===== config.mk =====
export PLATFORM = sky130hd
export DESIGN_NAME = reg_file_xcpt
export DESIGN_NICKNAME = d
export VERILOG_FILES = /design/src/rtl/regfile_pkg.sv /design/src/rtl/reg_scoreboard.sv /design/src/rtl/reg_file_xcpt.sv
export SDC_FILE = /design/constraint.sdc
export NUM_CORES = 2
export LEC_CHECK = 0
export BUFFER_PORTS_ARGS = -buffer_cell sky130_fd_sc_hd__buf_2
export CAP_MARGIN = 15
export CORE_UTILIZATION = 48
export CTS_CLUSTER_DIAMETER = 80
export CTS_CLUSTER_SIZE = 8
export DETAILED_ROUTE_END_ITERATION = 10
export GPL_TIMING_DRIVEN = 0
export PLACE_DENSITY = 0.65
export REMOVE_ABC_BUFFERS = 1
export SKIP_CTS_REPAIR_TIMING = 1
export SYNTH_ARGS = -nofsm -noshare
export SYNTH_HDL_FRONTEND = slang
export SYNTH_SLANG_ARGS = --single-unit

===== constraint.sdc =====
create_clock -name clk -period 53.5 [get_ports clk]
set_input_delay 2.675 -clock clk [delete_from_list [all_inputs] [get_ports clk]]
set_output_delay 2.675 -clock clk [all_outputs]
set_load 0.01 [all_outputs]

===== src/rtl/regfile_pkg.sv =====
// Shared constants, index/record types and capture-FSM state encoding
// for the decode-stage register file.
package regfile_pkg;

    localparam int DATA_W_DEF   = 32;
    localparam int NUM_REGS_DEF = 32;
    localparam int ADDR_W_DEF   = $clog2(NUM_REGS_DEF);

    typedef logic [ADDR_W_DEF-1:0] reg_idx_t;

    typedef struct packed {
        logic [DATA_W_DEF-1:0] pc;
        logic [DATA_W_DEF-1:0] addr;
    } xcpt_rec_t;

    typedef enum logic {
        XC_IDLE = 1'b0,
        XC_HELD = 1'b1
    } xcpt_state_t;

endpackage


===== src/rtl/reg_scoreboard.sv =====
// Pending-write scoreboard: one bit per architectural register, bit 0 never set.
// Priority per bit: flush clears, then issue sets, then writeback clears.
module reg_scoreboard
    import regfile_pkg::*;
#(
    parameter int NUM_REGS = NUM_REGS_DEF,
    localparam int ADDR_W  = $clog2(NUM_REGS)
) (
    input  logic                clk,
    input  logic                rst,
    input  logic                issue_en,
    input  logic [ADDR_W-1:0]   issue_addr,
    input  logic                wr_en,
    input  logic [ADDR_W-1:0]   wr_addr,
    input  logic                flush,
    output logic [NUM_REGS-1:0] pending
);

    logic [NUM_REGS-1:1] r_pending;

    genvar gi;
    generate
        for (gi = 1; gi < NUM_REGS; gi++) begin : g_bit
            logic w_set;
            logic w_clr;
            assign w_set = issue_en && (issue_addr == ADDR_W'(gi));
            assign w_clr = wr_en && (wr_addr == ADDR_W'(gi));

            always_ff @(posedge clk or posedge rst) begin
                if (rst) begin
                    r_pending[gi] <= 1'b0;
                end else if (flush) begin
                    r_pending[gi] <= 1'b0;
                end else if (w_set) begin
                    r_pending[gi] <= 1'b1;
                end else if (w_clr) begin
                    r_pending[gi] <= 1'b0;
                end
            end
        end
    endgenerate

    assign pending = {r_pending, 1'b0};

endmodule


===== src/rtl/reg_file_xcpt.sv =====
// Decode-stage integer register file with RAW scoreboard and exception capture.
// Define REGFILE_BYPASS_EN to forward a same-cycle writeback to the read ports.
module reg_file_xcpt
    import regfile_pkg::*;
#(
    parameter int DATA_W   = DATA_W_DEF,
    parameter int NUM_REGS = NUM_REGS_DEF,
    parameter int NUM_RD   = 2,
    localparam int ADDR_W  = $clog2(NUM_REGS)
) (
    input  logic                     clk,
    input  logic                     rst,
    input  logic [NUM_RD*ADDR_W-1:0] rd_addr,
    output logic [NUM_RD*DATA_W-1:0] rd_data,
    output logic [NUM_RD-1:0]        rd_pending,
    input  logic                     wr_en,
    input  logic [ADDR_W-1:0]        wr_addr,
    input  logic [DATA_W-1:0]        wr_data,
    input  logic                     issue_en,
    input  logic [ADDR_W-1:0]        issue_addr,
    input  logic                     flush,
    input  logic                     xcpt_valid,
    input  logic [DATA_W-1:0]        xcpt_pc,
    input  logic [DATA_W-1:0]        xcpt_addr,
    input  logic                     xcpt_ack,
    output logic [DATA_W-1:0]        rm_pc,
    output logic [DATA_W-1:0]        rm_addr,
    output logic                     rm_valid,
    output logic                     xcpt_lost
);

    logic [DATA_W-1:0]   r_regs [NUM_REGS];
    logic [NUM_REGS-1:0] w_pending;
    logic                w_wr_live;

    // Entry 0 is reset and never written, so it reads as zero without a mux.
    assign w_wr_live = wr_en && (wr_addr != '0);

    always_ff @(posedge clk or posedge rst) begin
        if (rst) begin
            for (int i = 0; i < NUM_REGS; i++) begin
                r_regs[i] <= '0;
            end
        end else if (w_wr_live) begin
            r_regs[wr_addr] <= wr_data;
        end
    end

    reg_scoreboard #(
        .NUM_REGS (NUM_REGS)
    ) u_scoreboard (
        .clk        (clk),
        .rst        (rst),
        .issue_en   (issue_en),
        .issue_addr (issue_addr),
        .wr_en      (wr_en),
        .wr_addr    (wr_addr),
        .flush      (flush),
        .pending    (w_pending)
    );

    genvar gi;
    generate
        for (gi = 0; gi < NUM_RD; gi++) begin : g_rd
            logic [ADDR_W-1:0] w_addr;
            assign w_addr = rd_addr[gi*ADDR_W +: ADDR_W];
`ifdef REGFILE_BYPASS_EN
            logic w_hit;
            assign w_hit = w_wr_live && (wr_addr == w_addr);
            // A writeback retires the producer unless a new one issues to the same index.
            assign rd_data[gi*DATA_W +: DATA_W] = w_hit ? wr_data : r_regs[w_addr];
            assign rd_pending[gi] = w_hit ? (issue_en && (issue_addr == wr_addr))
                                          : w_pending[w_addr];
`else
            assign rd_data[gi*DATA_W +: DATA_W] = r_regs[w_addr];
            assign rd_pending[gi] = w_pending[w_addr];
`endif
        end
    endgenerate

    xcpt_state_t       r_state;
    logic [DATA_W-1:0] r_pc;
    logic [DATA_W-1:0] r_addr;
    logic              r_valid;
    logic              r_lost;

    always_ff @(posedge clk or posedge rst) begin
        if (rst) begin
            r_state <= XC_IDLE;
            r_pc    <= '0;
            r_addr  <= '0;
            r_valid <= 1'b0;
            r_lost  <= 1'b0;
        end else begin
            case (r_state)
                XC_IDLE: begin
                    if (xcpt_valid) begin
                        r_pc    <= xcpt_pc;
                        r_addr  <= xcpt_addr;
                        r_valid <= 1'b1;
                        r_state <= XC_HELD;
                    end
                end
                XC_HELD: begin
                    if (xcpt_ack) begin
                        r_lost <= 1'b0;
                        if (xcpt_valid) begin
                            r_pc   <= xcpt_pc;
                            r_addr <= xcpt_addr;
                        end else begin
                            r_valid <= 1'b0;
                            r_state <= XC_IDLE;
                        end
                    end else if (xcpt_valid) begin
                        r_lost <= 1'b1;
                    end
                end
                default: begin
                    r_state <= XC_IDLE;
                    r_valid <= 1'b0;
                end
            endcase
        end
    end

    assign rm_pc     = r_pc;
    assign rm_addr   = r_addr;
    assign rm_valid  = r_valid;
    assign xcpt_lost = r_lost;

endmodule


# Yosys cells after proc, flatten, opt, wreduce, memory -nomap -nowiden
# Index checks and enable logic that the tools add are counted.
# word_totals
input_bits	123
elab_cells	362
register_bits	1122
output_inout_bits	132
# classes
n_mux	120
n_lt_le_gt_ge	6
bitwise	4
n_reduce_logical	99
n_eq_ne	65
# ops
op	n
bitwise mux 1024 bit	1
binary-select mux 32 bit (select 5 bit)	2
two-way mux 32 bit	9
demux 32 bit (select 5 bit)	1
equality test 5 bit, second input constant	32
one-hot mux 32 bit (2 select lines)	2
two-way mux 1 bit	101
nonzero test 3 bit	31
equality test 5 x 4 -> 1 bit, second input constant	16
logical AND 1 bit	64
equality test 5 x 3 -> 1 bit, second input constant	8
equality test 5 x 2 -> 1 bit, second input constant	4
>= comparator 6 bit, second input constant	3
inverter 5 -> 6 bit	3
less-than comparator 5 x 6 -> 1 bit, second input constant	2
binary-select mux 1 bit (select 5 bit)	2
equality test 5 x 1 -> 1 bit, second input constant	2
less-than comparator 6 x 1 -> 1 bit, second input constant	1
inequality test 2 bit, second input constant	3
nonzero test 5 bit	1
one-hot mux 1 bit (2 select lines)	2
AND reduction 3 bit	1
AND reduction 2 bit	1
nonzero test 2 bit	1
inverter 1 bit	1

# Depth between registers and ports, before layout
# depth
word_depth	6
mapped_depth	8
ltp_nobuf	4

# Cells and area by module
# A second synthesis with hierarchy kept.
# hier_totals
cells_unflattened	4962
hier_area_um2	60435.5
# by_module_without_submodules
mod	cells_each	seq_area_each_um2	area_per_inst_um2	instances
reg_file_xcpt	4826	27301.2	59024.1	1
reg_scoreboard	136	775.7	1411.4	1

# Worst setup path after synthesis
# Ideal clock, no wire load.
# synth_path
path_type	input to output
from	input rd_addr[6]
to	output rd_pending[1]
slack_ps	46796
t_arrival_ps	4029
path_buffers	3
cell_stages	6
t_required_ps	50825
path_cell_list	buf_2 -> buf_6 -> buf_4 -> mux4_2 -> a41oi_1 -> nand4_1
# synth_between
elab_chain_cells	2
# synth_lines
element	line	rtl
start: declaration	reg_file_xcpt.sv:13	input logic [NUM_RD*ADDR_W-1:0] rd_addr,
binary-select mux 1 bit (select 5 bit)	reg_file_xcpt.sv:76	assign rd_pending[gi] = w_pending[w_addr];
two-way mux 1 bit (not written as such)	reg_file_xcpt.sv:76	
end: declaration	reg_file_xcpt.sv:15	output logic [NUM_RD-1:0] rd_pending,
# Every way passes these cells. The select of a mux whose other input is x is not followed.

# Worst setup path in the final report
# layout_path
from	input rd_addr[0]
to	output rd_data[22]
# layout_between
elab_chain_cells	4
# layout_lines
element	line	rtl
inverter 5 -> 6 bit (not written as such)	reg_file_xcpt.sv:75	assign rd_data[gi*DATA_W +: DATA_W] = r_regs[w_addr];
binary-select mux 32 bit (select 5 bit)	reg_file_xcpt.sv:75	
two-way mux 32 bit (not written as such) (2 in a row)	reg_file_xcpt.sv:75	
end: declaration	reg_file_xcpt.sv:14	output logic [NUM_RD*DATA_W-1:0] rd_data,
# Every way passes these cells. The select of a mux whose other input is x is not followed.

==> flow_metrics.env <==
export IMPL_outcome="complete, no violations"
export IMPL_vias=35500
export IMPL_dr_wl_met2_um=75200
export IMPL_hold_viol=0
export IMPL_met1Wirelength_um=69900
export IMPL_syn_cell_area_mm2=0.0573
export IMPL_crit_reg2reg_launch="r_state$_DFF_PP0_"
export IMPL_ys_types=39
export IMPL_p_per_area_mw_per_mm2=38.2
export IMPL_hold_end="r_regs[1000]$_DFFE_PP0P_"
export IMPL_die_h_um=347
export IMPL_worstMarginPinSlew_ns=1.10
export IMPL_final_max_slew_viol_count=0
export IMPL_yosysTopAreaCell="dfrtp_1"
export IMPL_synth_common_cells="dfrtp_1 (1122), mux2_2 (1025), mux4_2 (521)"
export IMPL_arrival_ns=5.71
export IMPL_ioPinCount=255
export IMPL_ys_warn_count=0
export IMPL_max_slew_margin_rel_pct=25.7
export IMPL_initial_core_util_pct=48.4
export IMPL_hpwl_um=96200
export IMPL_setup_viol=0
export IMPL_hold_depth=0
export IMPL_async_reset_ff_share_pct=100
export IMPL_via_per_inst=6.73
export IMPL_track_usage_pct=28.0
export IMPL_endpoint_kind="primary output"
export IMPL_core_mm2=0.118
export IMPL_r2r_slack_ns=51.71
export IMPL_wl_met3_um=14100
export IMPL_die_w_um=347
export IMPL_seq_area_frac_synth_pct=49.0
export IMPL_min_period_over_period_pct=15.7
export IMPL_synthTopCellsByArea="dfrtp_1 (49%), mux4_2 (20%), mux2_2 (20%)"
export IMPL_nNetsFinal=3844
export IMPL_first_global_vias=36300
export IMPL_synth_edf_count=0
export IMPL_rsz0062_at_grt="false"
export IMPL_gp_congestion=0.768
export IMPL_ant_nets=0
export IMPL_cts_sinks=1122
export IMPL_hp_start="r_regs[1000]$_DFFE_PP0P_"
export IMPL_drive_above_1_share_pct=56.1
export IMPL_tns_ns=0
export IMPL_fmax_ghz=0.119
export IMPL_ir_drop_uv=35.4
export IMPL_clk_pin_slew_ns=0.05
export IMPL_skew_ns=0.00326
export IMPL_synth_top_area_share_pct=49.0
export IMPL_placementRows=126
export IMPL_firstDrtPassIters=6
export IMPL_die_area_mm2=0.121
export IMPL_synth_cells=3646
export IMPL_drtIter0Drc=3424
export IMPL_min_period_ns=8.38
export IMPL_wl_per_cell_um=31.4
export IMPL_leakage_nw=27.9
export IMPL_hold_class="reg -> reg"
export IMPL_drc=0
export IMPL_rr_worst_depth=4
export IMPL_grt_max_degree=129
export IMPL_area_growth_pct=12.8
export IMPL_synth_avg_cell_area_um2=15.7
export IMPL_yosysMostFrequentCell="dfrtp_1"
export IMPL_cts_htree_levels=4
export IMPL_start_kind="primary input"
export IMPL_cp_data_required_time_ns=50.83
export IMPL_cts_buffers=158
export IMPL_cts_tree="built"
export IMPL_highest_layer="met5"
export IMPL_grt_pass1_wl_um=248000
export IMPL_antenna_found_initial=7
export IMPL_grt_remaining_overflow=0
export IMPL_cts_buffer_depth=3
export IMPL_ys_flop_type="dfrtp_1"
export IMPL_hold_ws_ns=0.392
export IMPL_critPathKind="in -> out"
export IMPL_numPortBuffers=254
export IMPL_routed_wl_um=166000
export IMPL_drv_cap=0
export IMPL_clk_latency_ns=0.76
export IMPL_ys_ff_latch=1122
export IMPL_cp_max_fo=74
export IMPL_worstReg2RegEnd="rm_pc[9]$_DFFE_PP0P_"
export IMPL_root_buffer="clkbuf_16"
[cell type report]
| class | instances | area, um2 |
|---|---|---|
| diodes | 3 | 7.51 |
| repair buffers | 328 | 3100 |
| multi-input cells | 2108 | 27200 |
| well taps | 1536 | 1920 |
| inverters | 3 | 18.8 |
| flip-flops and latches | 1122 | 28100 |
| clock inverters | 10 | 189 |
| fillers | 9427 | 53700 |
| clock buffers | 164 | 4090 |
[metal layers]
layer | up-vias | GRT usage, %
met4 | 4 | 11.1
met1 | 19100 | 39.7
met3 | 389 | 6.60
met5 | - | 0
met2 | 1646 | 41.8
li1 | 14400 | -
[metrics by stage]
stage | total power [mW] | cell area, um2 | utilization, % | setup slack (ns) | cells
after global placement | 1.57 | 58200 | 49.2 | 6.30 | 5023
after detailed placement | 1.57 | 60300 | 51.0 | 45.05 | 5097
final | 2.47 | 64600 | 54.6 | 45.12 | 5274
after global routing | 2.57 | 64600 | 54.6 | 44.90 | 5273
after floorplan | 1.42 | 55000 | - | 19.23 | 3233
after CTS | 2.48 | 64600 | 54.6 | 45.04 | 5271
[placed cells by master, fill, tap and decap left out, drive strengths merged]
cell type  instances
clkbuf           164
nor2b             12
a41oi              1
or3b               2
dfrtp           1122
and3b              2
nand2b             5
and3               2
diode              3
a32oi              3
o31a               2
clkinv             4
o211ai             1
nand4              3
nand3b            11
inv                8
a22oi             12
nand3             13
mux2            1063
o21ai             17
or3                3
mux4             521
a21oi             19
mux2i              7
nor3               3
o22ai            258
nor4              64
nand2             38
buf              328
nor2              39
bufinv             1
o2111ai            1
a221o              1
nor3b              5
[critical path: stages]
cell,delay [ns]
buf_8,0.33
buf_16,0.41
buf_16,0.49
mux4_2,0.34
o22ai_1,0.11
nor4_1,0.98
buf_2,0.28
[cell families (layout without fill, tap and decap cells)]
kind of cell | after synthesis | after routing | synth area share, %
mux | 1591 | 1591 | 41.5
compound gates | 315 | 315 | 3.43
flops | 1122 | 1122 | 49.0
buf+inv | 416 | 505 | 3.90
simple gates | 202 | 202 | 2.12
other cells | 0 | 3 | 0
[state kept, by name (all words and copies together), names as in the netlist]
name	flops
r_state	1
xcpt_lost	1
rm_addr	32
rm_pc	32
r_regs	1024
u_scoreboard.pending	31
rm_valid	1
[worst max-delay path by stage]
stage,startpoint,endpoint,depth (start not counted)
global placement,rst,r_regs[823]$_DFFE_PP0P_,2
floorplan,rst,r_regs[0]$_DFFE_PP0P_,1
detailed placement,rd_addr[0],rd_data[28],7
finish,rd_addr[0],rd_data[22],7
global route,rd_addr[0],rd_data[22],7
CTS,rd_addr[0],rd_data[28],7
[power by group]
| group | total [mW] | internal [mW] | switching [mW] |
|---|---|---|---|
| Combinational | 0.446 | 0.278 | 0.168 |
| Sequential | 1.11 | 1.01 | 0.109 |
| Clock | 0.906 | 0.540 | 0.366 |
Note: power is estimated with default switching activity, not from simulation.
